--- src/rtl/tribus_pkg.sv ---
// Shared types and width helpers for the tri-state bus arbiter.
package tribus_pkg;

    typedef enum logic [1:0] {
        IDLE,
        OWN,
        TURN
    } tribus_state_e;

    // Width able to hold 0..max_val, never narrower than one bit.
    function automatic int unsigned cnt_width(input int unsigned max_val);
        return (max_val < 1) ? 1 : $clog2(max_val + 1);
    endfunction

endpackage

--- src/rtl/tribus_rr_pick.sv ---
// Round-robin pick: first set request at or after the pointer, wrapping modulo N_REQ.
module tribus_rr_pick #(
    parameter int unsigned N_REQ = 4
) (
    input  logic [N_REQ-1:0]         i_req,
    input  logic [$clog2(N_REQ)-1:0] i_ptr,
    output logic                     o_valid,
    output logic [$clog2(N_REQ)-1:0] o_idx
);

    localparam int unsigned IW = $clog2(N_REQ);
    localparam logic [IW:0] NR = (IW + 1)'(N_REQ);

    logic [N_REQ-1:0] w_rot;
    logic [IW-1:0]    w_off;
    logic [IW:0]      w_sum;
    logic [IW:0]      w_wrap;

    always_comb begin
        // Rotating the doubled vector puts bit ptr at position 0.
        w_rot = N_REQ'({i_req, i_req} >> i_ptr);
        w_off = '0;
        for (int i = N_REQ - 1; i >= 0; i--) begin
            if (w_rot[i]) begin
                w_off = IW'(i);
            end
        end
        o_valid = |i_req;
        w_sum   = {1'b0, i_ptr} + {1'b0, w_off};
        w_wrap  = w_sum - NR;
        o_idx   = (w_sum >= NR) ? w_wrap[IW-1:0] : w_sum[IW-1:0];
    end

endmodule

--- src/rtl/tribus_arbiter.sv ---
// Arbiter for a shared tri-state net: round-robin owner selection, bounded hold,
// and a high-Z turnaround so two drivers are never enabled in adjacent cycles.
module tribus_arbiter
    import tribus_pkg::*;
#(
    parameter int unsigned N_REQ    = 4,
    parameter int unsigned MAX_HOLD = 8,
    parameter int unsigned TURN_CYC = 1
) (
    input  logic                     clk,
    input  logic                     rst,
    input  logic [N_REQ-1:0]         req,
    output logic [N_REQ-1:0]         gnt,
    output logic [$clog2(N_REQ)-1:0] owner,
    output logic                     busy,
    output logic                     timeout
);

    localparam int unsigned IW = $clog2(N_REQ);
    localparam int unsigned HW = cnt_width(MAX_HOLD);
    localparam int unsigned TW = cnt_width(TURN_CYC);

    localparam logic [HW-1:0]    HOLD_MAX  = HW'(MAX_HOLD);
    localparam logic [TW-1:0]    TURN_INIT = TW'(TURN_CYC);
    localparam logic [IW-1:0]    LAST_IDX  = IW'(N_REQ - 1);
    localparam logic [N_REQ-1:0] ONE_HOT0  = N_REQ'(1);

    tribus_state_e    r_state;
    logic [N_REQ-1:0] r_gnt;
    logic [IW-1:0]    r_owner;
    logic             r_busy;
    logic             r_timeout;
    logic [IW-1:0]    r_ptr;
    logic [HW-1:0]    r_hold;
    logic [TW-1:0]    r_turn;

    tribus_state_e    w_state_d;
    logic [N_REQ-1:0] w_gnt_d;
    logic [IW-1:0]    w_owner_d;
    logic             w_busy_d;
    logic             w_timeout_d;
    logic [IW-1:0]    w_ptr_d;
    logic [HW-1:0]    w_hold_d;
    logic [TW-1:0]    w_turn_d;

    logic             w_valid;
    logic [IW-1:0]    w_idx;
    logic             w_release;

    tribus_rr_pick #(
        .N_REQ (N_REQ)
    ) u_pick (
        .i_req   (req),
        .i_ptr   (r_ptr),
        .o_valid (w_valid),
        .o_idx   (w_idx)
    );

    always_ff @(posedge clk) begin
        if (rst) begin
            r_state   <= IDLE;
            r_gnt     <= '0;
            r_owner   <= '0;
            r_busy    <= 1'b0;
            r_timeout <= 1'b0;
            r_ptr     <= '0;
            r_hold    <= '0;
            r_turn    <= '0;
        end else begin
            r_state   <= w_state_d;
            r_gnt     <= w_gnt_d;
            r_owner   <= w_owner_d;
            r_busy    <= w_busy_d;
            r_timeout <= w_timeout_d;
            r_ptr     <= w_ptr_d;
            r_hold    <= w_hold_d;
            r_turn    <= w_turn_d;
        end
    end

    always_comb begin
        w_state_d   = r_state;
        w_gnt_d     = r_gnt;
        w_owner_d   = r_owner;
        w_timeout_d = 1'b0;
        w_ptr_d     = r_ptr;
        w_hold_d    = r_hold;
        w_turn_d    = r_turn;
        w_release   = 1'b0;

        unique case (r_state)
            IDLE: begin
                if (w_valid) begin
                    w_state_d = OWN;
                    w_gnt_d   = ONE_HOT0 << w_idx;
                    w_owner_d = w_idx;
                    w_hold_d  = HW'(1);
                end
            end
            OWN: begin
                // Other requesters cannot preempt; only the owner's own request matters.
                w_release = !req[r_owner] || (r_hold == HOLD_MAX);
                if (w_release) begin
                    w_timeout_d = req[r_owner];
                    w_gnt_d     = '0;
                    w_owner_d   = '0;
                    w_ptr_d     = (r_owner == LAST_IDX) ? '0 : r_owner + IW'(1);
                    w_turn_d    = TURN_INIT;
                    w_state_d   = (TURN_CYC == 0) ? IDLE : TURN;
                end else begin
                    w_hold_d = r_hold + HW'(1);
                end
            end
            TURN: begin
                w_gnt_d  = '0;
                w_turn_d = r_turn - TW'(1);
                if (r_turn <= TW'(1)) begin
                    w_state_d = IDLE;
                end
            end
            default: begin
                w_state_d = IDLE;
                w_gnt_d   = '0;
                w_owner_d = '0;
            end
        endcase

        w_busy_d = (w_state_d != IDLE);
    end

    assign gnt     = r_gnt;
    assign owner   = r_owner;
    assign busy    = r_busy;
    assign timeout = r_timeout;

endmodule

--- config.mk ---
export PLATFORM = sky130hd
export DESIGN_NAME = tribus_arbiter
export DESIGN_NICKNAME = d
export VERILOG_FILES = /design/src/rtl/tribus_pkg.sv /design/src/rtl/tribus_rr_pick.sv /design/src/rtl/tribus_arbiter.sv
export SDC_FILE = /design/constraint.sdc
export NUM_CORES = 1
export LEC_CHECK = 0
export BUFFER_PORTS_ARGS = -buffer_cell sky130_fd_sc_hd__buf_2
export CELL_PAD_IN_SITES_DETAIL_PLACEMENT = 0
export CELL_PAD_IN_SITES_GLOBAL_PLACEMENT = 1
export CORE_MARGIN = 5
export CORE_UTILIZATION = 35
export DETAILED_ROUTE_END_ITERATION = 10
export PLACE_DENSITY = 0.67
export SYNTH_ARGS = -nofsm -noshare
export SYNTH_HDL_FRONTEND = slang
export SYNTH_SLANG_ARGS = --single-unit
--- constraint.sdc ---
create_clock -name clk -period 2.86 [get_ports clk]
set_clock_uncertainty 0.05 [all_clocks]
set_input_delay 0.572 -clock clk [delete_from_list [all_inputs] [get_ports clk]]
set_output_delay 0.572 -clock clk [all_outputs]
set_load 0.005 [all_outputs]
Yosys cells after proc, flatten, opt, wreduce, memory -nomap -nowiden:

Cells that the tools add are included.

* bits in read-only memories: 0
* register bits: 17
* latch bits: 0
* memory bits (writable): 0
* memories: 0

* bitwise gates (word level): 3
* multipliers: 0
* divide/modulo/power cells: 0
* shift operators: 2
* muxes and demuxes: 23
* equality and inequality tests: 7
* add/subtract/negate cells: 5
* magnitude comparators: 3
* reduce and logical (&&, ||, !) cells: 13

Operator list (number)
* 2-bit 2-to-1 mux: 11
* 4-bit 2-to-1 mux: 4
* 4-bit one-hot mux with 2 select lines: 2
* 2-bit one-hot mux with 3 select lines: 2
* 8-bit by 2-bit >> shifter with 4-bit output: 1
* 2-bit AND reduction: 3
* 3-bit AND reduction: 2
* 2-bit nonzero test: 3
* 4-bit by 1-bit adder with 4-bit output (second input constant): 1
* 2-bit equality test (second input constant): 2
* 4-bit equality test (second input constant): 1
* 2-bit != test (second input constant): 2
* 4-bit OR reduction: 1
* 1-bit by 2-bit << shifter with 4-bit output (first input constant): 1
* 2-bit by 2-bit adder with 3-bit output: 1
* 3-bit greater-or-equal comparator (second input constant): 1
* 2-bit by 3-bit < comparator with 1-bit output (second input constant): 1
* 1-bit inverter: 3
* 3-bit OR reduction: 1
* 2-bit by 1-bit adder with 2-bit output (second input constant): 1
* 1-bit binary-select mux with 2-bit select: 1
* 2-bit by 1-bit equality test with 1-bit output (second input constant): 1
* 2-bit logical NOT: 1
* 1-bit 2-to-1 mux: 2
* other kinds (7): 7

Logic depth before layout (Yosys ltp):

* depth in word-level cells: 11
* mapped depth: 8

Modules after synthesis:

A second synthesis with hierarchy kept.

* cells, all modules: 106
* area, all modules: 900.9 µm²

Modules (own cells, without submodules)
* tribus_arbiter: area an instance 721.9 µm², instances 1, cells an instance 79
* tribus_rr_pick: area an instance 178.9 µm², instances 1, cells an instance 27

Least setup slack after synthesis:

OpenSTA, ideal clock, no wires.

* kind: input-to-reg
* start point: in req[0]
* end point: reg r_gnt[2] (netlist: gnt[2])
* slack: 0.724 ns
* required time: 2.740 ns
* cell stages on the path: 6
* data arrival time: 2.016 ns
* cells stage by stage: buf_6 -> or4_1 -> o211ai_1 -> ha_1 -> or3_1 -> o2bb2ai_1

* cells in the longest elaborated chain, start to end: 11
* elaborated cells on any way between the ends: 20
* classes of those cells: 2 x add/sub; 1 x order compare; 2 x eq/ne; 2 x shift; 9 x mux; 4 x reduce/logical

RTL lines
* start, declared: RTL line tribus_arbiter.sv:12 `input logic [N_REQ-1:0] req,`
* 8-bit by 2-bit >> shifter with 4-bit output: RTL line tribus_rr_pick.sv:21 `w_rot = N_REQ'({i_req, i_req} >> i_ptr);`
* 2-bit 2-to-1 mux (4 in series): RTL line tribus_rr_pick.sv:24 `if (w_rot[i]) begin`
* 2-bit by 2-bit adder with 3-bit output: RTL line tribus_rr_pick.sv:29 `w_sum = {1'b0, i_ptr} + {1'b0, w_off};`
* 3-bit greater-or-equal comparator / 2-bit by 1-bit subtractor with 2-bit output (equally long branches): RTL line tribus_rr_pick.sv:31, tribus_rr_pick.sv:30
* 2-bit 2-to-1 mux: RTL line tribus_rr_pick.sv:31 `o_idx = (w_sum >= NR) ? w_wrap[IW-1:0] : w_sum[IW-1:0];`
* 1-bit by 2-bit << shifter with 4-bit output: RTL line tribus_arbiter.sv:95 `w_gnt_d = ONE_HOT0 << w_idx;`
* 4-bit 2-to-1 mux: RTL line tribus_arbiter.sv:93 `if (w_valid) begin`
* 4-bit one-hot mux with 2 select lines: RTL line tribus_arbiter.sv:91 `unique case (r_state)`
* end signal, assigned: RTL line tribus_arbiter.sv:71 `r_gnt <= w_gnt_d;`
* end, declared: RTL line tribus_arbiter.sv:29 `logic [N_REQ-1:0] r_gnt;`

Several ways; a longest one is shown, not always the timed one. The select of a mux whose other input is x is not followed.
A chain may end at the register's enable or synchronous reset.

Worst setup path in the final report:

* start point: reg r_ptr[0]
* end point: reg r_gnt[1] (netlist: gnt[1])

* cells in the longest elaborated chain, start to end: 11
* elaborated cells on any way between the ends: 12
* classes of those cells: 2 x add/sub; 1 x order compare; 2 x shift; 7 x mux

RTL lines
* start, declared: RTL line tribus_arbiter.sv:33 `logic [IW-1:0] r_ptr;`
* start signal, assigned: RTL line tribus_arbiter.sv:75 `r_ptr <= w_ptr_d;`
* 8-bit by 2-bit >> shifter with 4-bit output: RTL line tribus_rr_pick.sv:21
* 2-bit 2-to-1 mux (4 in series): RTL line tribus_rr_pick.sv:24
* 2-bit by 2-bit adder with 3-bit output *: RTL line tribus_rr_pick.sv:29
* 3-bit greater-or-equal comparator / 2-bit by 1-bit subtractor with 2-bit output (equally long branches): RTL line tribus_rr_pick.sv:31, tribus_rr_pick.sv:30
* 2-bit 2-to-1 mux *: RTL line tribus_rr_pick.sv:31
* 1-bit by 2-bit << shifter with 4-bit output *: RTL line tribus_arbiter.sv:95
* 4-bit 2-to-1 mux *: RTL line tribus_arbiter.sv:93
* 4-bit one-hot mux with 2 select lines *: RTL line tribus_arbiter.sv:91

Every way passes the cells marked *; elsewhere a longest branch is shown, timed or not. The select of a mux whose other input is x is not followed.

==> Flow_metrics.wiki <==
{| class="wikitable"
! Metric !! Value
|-
| Netlist Area Pre-Place || 878 um2
|-
| Unrepaired setup endpoints after global routing || no
|-
| Maximum root-to-sink buffer count || 2
|-
| Floorplan Core Area || 2430 um2
|-
| Area of the multi-input gates || 497 um2
|-
| Count of endpoints failing setup in the final report || 0
|-
| Part of the power in combinational logic || 26.3%
|-
| Power per cell area || 547 nW/um2
|-
| Total number of yosys warnings || 0
|-
| Max-Slew Margin vs Limit || 67.4%
|-
| Sequential power share || between 50% and 60%
|-
| Sw Ratio || 32.3%
|-
| Data arrival time of the worst path || 2.26 ns
|-
| Switching Power || 170 uW
|-
| Storage cell area || 320 um2
|-
| EDFF count, synth || 0
|-
| Critical-path maximum fanout || 12
|-
| Wirelength per Cell || 13.0 um
|-
| Aggregate negative setup slack || 0 ns
|-
| Post-synth top flop || dfxtp_1
|-
| Internal power || 358 uW
|-
| Post-route met1 wirelength || about 870 um
|-
| Via count of the first global-routing pass || between 700 and 800
|-
| Share of post-route cells with drive strength above 1 || roughly 20%
|-
| First-pass iteration count of the detailed router || 2
|-
| Count of instances resized after the clock tree is built || 0
|-
| Layout Area Growth over Synthesis || 9.83%
|-
| Number of rows in the core area || 18
|-
| Worst VDD drop || around 320 uV
|-
| Final antenna-violating net count || 0
|-
| NumNets Final || approximately 120
|-
| Antenna violations before repair || 0
|-
| Topmost layer with routed signal wires || met4
|-
| Final design instance area without fill || 965 um2
|-
| Cell at the root of the clock tree || clkbuf_4
|-
| Final hold violation count || 0
|-
| Proportion of register bits with asynchronous set or reset after synthesis || 0%
|-
| Top-level port count || 14
|-
| # Max-Cap Violations || 0
|-
| Weighted congestion at the end of routability-driven global placement || 0.772
|-
| Met2 wire length || 833 um
|-
| Setup Fix Bufs, Post-CTS || 0
|-
| Highest attainable clock frequency || about 480 MHz
|-
| Die Ht || 60.1 um
|-
| Total detailed-routing wirelength || between 1500 and 2000 um
|-
| Post-CTS Hold Fix Bufs || 0
|-
| Die width || 60.1 um
|-
| Syn nets || about 110
|-
| CTS clock-pin slew for the worst setup and hold paths || 0.09 ns
|-
| N_diodes || 0
|-
| Crit path time final || 2.08 ns
|-
| Synthesis-stage register bit count || 16
|-
| Crit path capture type || flip-flop
|-
| Die Outline Area || 3610 um2
|-
| Placed Area || 942 um2
|-
| Residual overflow from global routing || 0
|-
| Post-Synthesis Mean Instance Area || 8.87 um2
|-
| Largest net degree at the start of global routing || 18
|-
| Met3 WL || a little over 70 um
|-
| Slew at the pin with the worst max-slew slack || 0.485 ns
|-
| Sink count of the clock tree || 16
|-
| Sequential share of the synthesized area || 36.5%
|-
| TritonCTS clock tree || built
|-
| HPWL after DPL || 1320 um
|-
| Wire length of the first global-routing pass || 3170 um
|-
| Starting density of the core || 36.1%
|-
| DR vias/cell || 5.28
|-
| Number of pins exceeding their max-slew limit in the final report || 0
|-
| Share of the clock period used by the worst path || 72.8%
|-
| CP Launch Type || flip-flop
|-
| Iteration-0 DRC count of the detailed router || 48
|-
| Worst hold path type || reg2reg
|-
| Status || complete, no violations
|-
| Gate Count Post-Synth || 99
|-
| Fillers || roughly 260
|-
| Required time reported for the critical path endpoint || slightly above 3 ns
|-
| Clock latency on the worst-skew pair || 0.29 ns
|-
| WS Path Type || reg2reg
|-
| Port-buffer cells || 13
|-
| Detailed-route DRC error count || 0
|-
| Clock power frac || 22.5%
|-
| All-Layer GR Usage || 12.1%
|-
| CTS H-tree depth || 1
|-
| Total via count in the routed design || around 740
|-
| CTS buffer count || 3
|-
| Static leakage || between 0.3 and 0.4 nW
|-
| Count of distinct cell types in the synthesized netlist || 38
|}
critical path: stages (launching register included):
cell and delay, ns:
dfxtp_1 0.54, nor3_1 0.10, a311oi_1 0.26, o211ai_1 0.12, ha_1 0.20, xnor2_1 0.13
xnor2_1 0.37, a32o_1 0.24
per-layer routing:
metal / vias up / global-route usage, %
li1: 382 / -
met1: 337 / 14.3
met2: 13 / 19.3
met3: 7 / 3.02
met4: 0 / 7.59
met5: - / 0
final cells by class:
type	count	area share [%]
clock buffer	3	2.33
inverter	4	1.56
multi-input combinational	73	51.5
sequential	16	33.2
tap	30	3.89
timing repair buffer	14	7.52
cell usage in the layout (no fill, tap or decap), types with 2 or more instances in the layout:
cell and n:
nand3b_1 2, a31oi_1 2, o2bb2ai_1 2, xnor2_1 2, or3_1 3, o211ai_1 2, nand2_1 3, buf_2 13
o32ai_1 3, nor2_1 17, nor3_1 7, nand2b_1 4, dfxtp_1 16, xor2_1 2, clkbuf_4 3, inv_1 4
ha_1 4
cell families (layout without fill, tap and decap cells):
logic type,count (synthesis),count (layout),share of synthesized area [%]
simple gates,46,46,27.8
xor+xnor,4,4,3.99
mux,2,2,3.70
buf+inv,10,21,6.98
compound gates,17,17,15.4
flops,16,16,36.5
fa+ha+maj,4,4,5.70
power by group through the flow:
stage	Combinational [mW]	Clock, mW	Sequential [mW]
2_1_floorplan	0.107	0	0.269
3_3_place_gp	0.139	0	0.276
3_5_place_dp	0.139	0	0.276
4_1_cts	0.141	0.123	0.271
5_1_grt	0.158	0.133	0.275
6_report	0.139	0.119	0.270
metrics by stage:
stage / power [mW] / util, % / hold slack (ns) / setup WS, ns / std cells
global route: 0.567 / 39.7 / 0.455 / 0.608 / 140
CTS: 0.535 / 39.7 / 0.420 / 0.754 / 140
detailed placement: 0.415 / 38.7 / 0.398 / 0.530 / 137
global placement: 0.415 / 38.7 / 0.399 / 0.576 / 137
finish: 0.528 / 39.7 / 0.417 / 0.778 / 140
floorplan: 0.375 / - / 0.406 / 0.724 / 99
final timing paths:
check	end	slack (ns)	cells past startpoint	from
worst max-delay path	gnt[1]	0.78	7	r_ptr[0]
worst min-delay path	gnt[2]	0.42	1	gnt[2]
worst max register to register	gnt[1]	0.78	7	r_ptr[0]
worst min register to register	gnt[2]	0.42	1	gnt[2]
flip-flops by register name, summed over array words and instances, names as in the netlist:
register,count
r_hold,4
gnt,4
r_state,2
busy,1
timeout,1
r_ptr,2
owner,2
cells in the mapped netlist (2+ instances only):
library cell  number  area (um2)
or3_1              3        18.8
buf_6              3        33.8
nor2_1            17        63.8
clkbuf_1           2        7.51
inv_1              4        15.0
o211ai_1           2        15.0
dfxtp_1           16         320
o32ai_1            3        26.3
nand2_1            3        11.3
a31oi_1            2        12.5
xor2_1             2        17.5
nand2b_1           4        25.0
nand3b_1           2        15.0
ha_1               4        50.1
xnor2_1            2        17.5
o2bb2ai_1          2        17.5
nor3_1             7        35.0
Power figures use the tool's default switching activity.
